[config.mk]
export PLATFORM = sky130hd
export DESIGN_NAME = mem_stage
export DESIGN_NICKNAME = d
export VERILOG_FILES = /design/src/rtl/mem_stage.sv
export SDC_FILE = /design/constraint.sdc
export NUM_CORES = 1
export LEC_CHECK = 0
export CAP_MARGIN = 20
export CORE_UTILIZATION = 40
export DETAILED_ROUTE_END_ITERATION = 10
export MAX_ROUTING_LAYER = met4
export PLACE_DENSITY = 0.9
export SLEW_MARGIN = 15
export SYNTH_ARGS = -nofsm -noshare
export SYNTH_HDL_FRONTEND = slang
export SYNTH_SLANG_ARGS = --single-unit
[constraint.sdc]
create_clock -name clk -period 1.8 [get_ports clk]
set_input_delay 0.27 -clock clk [delete_from_list [all_inputs] [get_ports clk]]
set_output_delay 0.27 -clock clk [all_outputs]
set_load 0.01 [all_outputs]
[src/rtl/mem_stage.sv]
// mem_stage: pipeline memory stage. Performs loads/stores over a req/ack
// data-memory handshake, resolves conditional branches, owns the condition
// register fed back to execute, and registers the writeback bundle.
// The execute latch keeps presenting a memory op while stall is high; the
// instruction behind it arrives after the ack edge and is accepted in IDLE.
module mem_stage #(
    parameter int unsigned AW = 32
) (
    input  logic          clk,
    input  logic          rst,
    input  logic          in_valid,
    input  logic [31:0]   alu_result,
    input  logic [31:0]   write_in,
    input  logic [3:0]    rd_in,
    input  logic [3:0]    branch_flags,
    input  logic [3:0]    br_cond,
    input  logic [31:0]   new_pc,
    input  logic [10:0]   signals,
    input  logic [31:0]   dmem_rdata,
    input  logic          dmem_ack,
    output logic          dmem_req,
    output logic          dmem_we,
    output logic [AW-1:0] dmem_addr,
    output logic [31:0]   dmem_wdata,
    output logic          stall,
    output logic          take_branch,
    output logic [31:0]   branch_target,
    output logic [3:0]    alu_cond_out,
    output logic          wb_valid,
    output logic [31:0]   wb_data,
    output logic [3:0]    wb_rd,
    output logic          wb_reg_write
);

    localparam int unsigned DW = 32;
    localparam int unsigned RW = 4;

    typedef enum logic {
        IDLE   = 1'b0,
        ACCESS = 1'b1
    } state_t;

    state_t state;
    state_t state_nxt;

    logic          sig_mem_read;
    logic          sig_mem_write;
    logic          sig_reg_write;
    logic          sig_mem_to_reg;
    logic          sig_is_branch;
    logic          sig_set_cond;
    logic          mem_op;
    logic          br_hit;
    logic          accept;
    logic          access_done;

    logic [DW-1:0] hold_addr;
    logic [DW-1:0] hold_wdata;
    logic [RW-1:0] hold_rd;
    logic          hold_we;
    logic          hold_m2r;
    logic          hold_rw;

    // ALU op and imm controls belong to execute and are not used here
    logic          unused_ctrl;
    assign unused_ctrl = ^signals[4:0];

    // Control bundle decode and branch condition evaluation
    always_comb begin
        sig_mem_read   = signals[5];
        sig_mem_write  = signals[6];
        sig_reg_write  = signals[7];
        sig_mem_to_reg = signals[8];
        sig_is_branch  = signals[9];
        sig_set_cond   = signals[10];
        mem_op         = sig_mem_read | sig_mem_write;
        br_hit         = sig_is_branch &
                         ((br_cond == 4'hF) || ((br_cond & branch_flags) != 4'h0));
    end

    // State register
    always_ff @(posedge clk) begin
        if (rst) begin
            state <= IDLE;
        end else begin
            state <= state_nxt;
        end
    end

    // Next-state logic
    always_comb begin
        state_nxt = state;
        case (state)
            IDLE:    if (in_valid && mem_op) state_nxt = ACCESS;
            ACCESS:  if (dmem_ack)           state_nxt = IDLE;
            default: state_nxt = IDLE;
        endcase
    end

    // Handshake outputs and stage-internal strobes decoded from state
    always_comb begin
        dmem_req    = 1'b0;
        stall       = 1'b0;
        accept      = 1'b0;
        access_done = 1'b0;
        case (state)
            IDLE: begin
                accept = in_valid;
            end
            ACCESS: begin
                dmem_req    = 1'b1;
                stall       = ~dmem_ack;
                access_done = dmem_ack;
            end
            default: ;
        endcase
    end

    // Request payload comes straight from the holding registers so it stays stable until ack
    always_comb begin
        dmem_addr  = AW'(hold_addr);
        dmem_we    = hold_we;
        dmem_wdata = hold_wdata;
    end

    // Holding registers for the in-flight memory op
    always_ff @(posedge clk) begin
        if (rst) begin
            hold_addr  <= '0;
            hold_wdata <= '0;
            hold_rd    <= '0;
            hold_we    <= 1'b0;
            hold_m2r   <= 1'b0;
            hold_rw    <= 1'b0;
        end else if (accept && mem_op) begin
            hold_addr  <= alu_result;
            hold_wdata <= write_in;
            hold_rd    <= rd_in;
            hold_we    <= sig_mem_write;
            hold_m2r   <= sig_mem_to_reg;
            hold_rw    <= sig_reg_write & ~sig_mem_write;
        end
    end

    // Branch resolution and condition register
    always_ff @(posedge clk) begin
        if (rst) begin
            take_branch   <= 1'b0;
            branch_target <= '0;
            alu_cond_out  <= '0;
        end else begin
            take_branch <= accept & br_hit;
            if (accept && br_hit) branch_target <= new_pc;
            if (accept && sig_set_cond) alu_cond_out <= branch_flags;
        end
    end

    // Writeback latch; payload holds while invalid, write enable does not
    always_ff @(posedge clk) begin
        if (rst) begin
            wb_valid     <= 1'b0;
            wb_data      <= '0;
            wb_rd        <= '0;
            wb_reg_write <= 1'b0;
        end else begin
            wb_valid     <= 1'b0;
            wb_reg_write <= 1'b0;
            if (accept && !mem_op) begin
                wb_valid     <= 1'b1;
                wb_data      <= alu_result;
                wb_rd        <= rd_in;
                wb_reg_write <= sig_reg_write;
            end else if (access_done) begin
                wb_valid     <= 1'b1;
                wb_data      <= (!hold_we && hold_m2r) ? dmem_rdata : hold_addr;
                wb_rd        <= hold_rd;
                wb_reg_write <= hold_rw;
            end
        end
    end

endmodule

==> results.yml <==
global_routing:
  grt_pass1_wl_mm: 27.5
  grt-ovfl-total: 0
  first_global_vias: 5589
  grt.total_usage: 0.240
  grt_start_max_net_pins: 55
  grt_antenna_before_repair: 0
sta:
  maxSlewViolCount: 0
  final-hold-violation-count: 0
  finalSetupViolCount: 0
  fin_crit_ns: 1.71
  max_clock_freq_mhz: 585
  fin_worst_skew_ns: 0.0118
  max_slew_margin: 0.753
  worst_slew_pin_slew_ns: 0.369
  fin_crit_sh: 0.950
  rsz0062_at_grt: "false"
routing:
  postRouteAntennaNets: 0
  routed_wl_mm: 18.3
  drc: 0
  dr_total_vias: 5911
  avgRoutedWirePerCell_um: 15.8
  first_pass_iters: 5
  drt_iter0_drc: 333
  via_per_inst: 5.10
clock_network:
  htree_levels: 4
  cts_tree: "built"
  clk_pin_slew_ns: 0.06
  clkSinkCount: 147
  cts.path.max_buffers: 2
  root_buffer: "clkbuf_16"
  cts_buffers: 17
  clk_latency_ns: 0.41
  post-cts-setup-buffers: 0
die:
  dieArea_um2: 15200
  start_util: 0.408
  core_um2: 14500
  die_x_um: 123
  fp-row-count: 44
  dieHeight_um: 123
  pin_count: 297
synthesis:
  netlist_area_um2: 5900
  ys_top_cells_by_area: "dfxtp_1, nand2_1, a21oi_1"
  netlist_instances: 685
  yosysSeqAreaShare: 0.499
  ys_ff_latch: 147
  yosysWarnings: 0
  synthesis.nets: 840
  synth_top_area_share: 0.499
  post_synth_num_cell_types: 25
  synth_area_leader_cell: "dfxtp_1"
  avgSynthCellArea_um2: 8.62
outcome:
  status: "finished, final reports clean"
power_and_ir_drop:
  switching_share: 0.237
  powerDensity_nw_per_um2: 892
  p_clk_frac: 0.434
  power_switching_mw: 2.06
  power_frac_seq: 0.404
  power.leakage_nw: 3.49
  combPwrFrac: 0.162
  power_mw: 8.71
  vdd_drop_max_uv: 547
  p_int_mw: 6.65
final_layout:
  area_growth_pct: 65.5
  multi_input_area_um2: 2670
  final_cell_mix: "clkdlybuf4s50_1, nand2_1, dfxtp_1"
  regArea_um2: 2950
  drive_above_1_share: 0.0922
  num-fill-cells: 1129
  fin_nets: 1118
  fin_util: 0.675
  antennaDiodeCount: 0
  final_common_cell: "clkdlybuf4s50_1"
setup_path:
  cp_num_buf_inv: 1
  worstSetupEndpointType: "output port"
  slowest_delay_ns: 0.61
  slowest_stage: "clkdlybuf4s50_1"
  crit_family: "buffers and inverters"
  crit_chain: "clkdlybuf4s50_1"
  worst-setup-path-type: "reg -> out"
  path_max_fanout: 3
  crit_path_start_kind: "flop"
  cp_data_required_time_ns: 1.53
  cp.arrival_ns: 1.44
flow_run:
  max_cap_viol_count: 0
place:
  gp_congestion: 0.764
  dp_hpwl_mm: 12.8
  port-buffer-count: 291
min_path:
  hp-class: "in -> reg"
## stage by stage
step / setup TNS [ns] / instances / worst slack [ns] / hold WS, ns / instance area (um^2)
2_1_floorplan: 0 / 685 / 0.388 / 0.406 / 5900
3_5_place_dp: -0.0543 / 1128 / -0.0136 / 0.442 / 9140
5_1_grt: 0 / 1160 / 0.0343 / 0.390 / 9770
4_1_cts: 0 / 1160 / 0.0589 / 0.369 / 9770
3_3_place_gp: 0 / 1128 / 0.0487 / 0.438 / 9140
6_report: 0 / 1160 / 0.0897 / 0.384 / 9770
## metal layers
metal	wire length [um]	vias to the layer above	global-route usage
met5	0	-	-
li1	-	2885	-
met2	9040	234	0.400
met4	510	0	0.102
met3	1350	40	0.0720
met1	7430	2752	0.266
## cells by family (layout without fill, tap and decap cells)
| group | count (synthesis) | after routing | share of synthesized area |
|---|---|---|---|
| AND/OR/NAND/NOR | 262 | 262 | 0.209 |
| multiplexers | 32 | 32 | 0.0610 |
| flip-flops | 147 | 147 | 0.499 |
| buffers and inverters | 58 | 349 | 0.0547 |
| AO/OA/AOI/OAI | 186 | 186 | 0.177 |
## final timing paths
path                             startpoint                 to  slack (ns)  depth (start not counted)
worst max-delay path                dmem_we            dmem_we        0.09                          1
worst min-delay path                    rst  branch_target[16]        0.38                          3
worst max register to register      dmem_we         wb_data[9]        0.32                          5
worst min register to register  wb_data[17]        wb_data[17]        0.45                          2
## registers in the layout (all words and copies together) (netlist names), 4 cells and up
| name | count |
|---|---|
| wb_data | 32 |
| hold_rd | 4 |
| wb_rd | 4 |
| branch_target | 32 |
| dmem_wdata | 32 |
| alu_cond_out | 4 |
| dmem_addr | 32 |
## Yosys cell counts
| master | instances |
|---|---|
| buf_4 | 8 |
| clkbuf_1 | 25 |
| o21ai_2 | 1 |
| o21a_1 | 1 |
| o21ba_2 | 1 |
| buf_6 | 7 |
| mux2_2 | 24 |
| a21oi_1 | 110 |
| nor2b_1 | 4 |
| clkbuf_2 | 3 |
| nand2_1 | 181 |
| and2_1 | 1 |
| nand3b_1 | 34 |
| nand2b_1 | 32 |
| mux2_1 | 8 |
| dfxtp_1 | 147 |
| a22oi_1 | 40 |
| nand4_1 | 1 |
| nor4b_4 | 1 |
| nor2_2 | 1 |
| nor2_1 | 3 |
| a31oi_1 | 1 |
| nand3_1 | 4 |
| buf_2 | 15 |
| o21ai_0 | 32 |
## area by class of cell
class                   count  area share
well taps                 184      0.0236
repair buffers            317       0.337
multi-input cells         480       0.273
clock buffers              20      0.0467
clock inverters            12      0.0181
flip-flops and latches    147       0.302
## power by group through the flow
stage | combinational, mW | sequential (mW) | clock (mW)
finish | 1.41 | 3.52 | 3.78
global route | 1.52 | 3.54 | 3.98
CTS | 1.42 | 3.52 | 3.83
floorplan | 0.487 | 3.66 | 0
global placement | 1.39 | 3.58 | 0
detailed placement | 1.41 | 3.59 | 0
## what timing repair did
item | CTS | global route
setup endpoints to repair | 2 | 0
hold endpoints to repair | 0 | 0
gates resized for setup | 3 | 0
hold buffers | 0 | 0
Power figures use the tool's default switching activity.
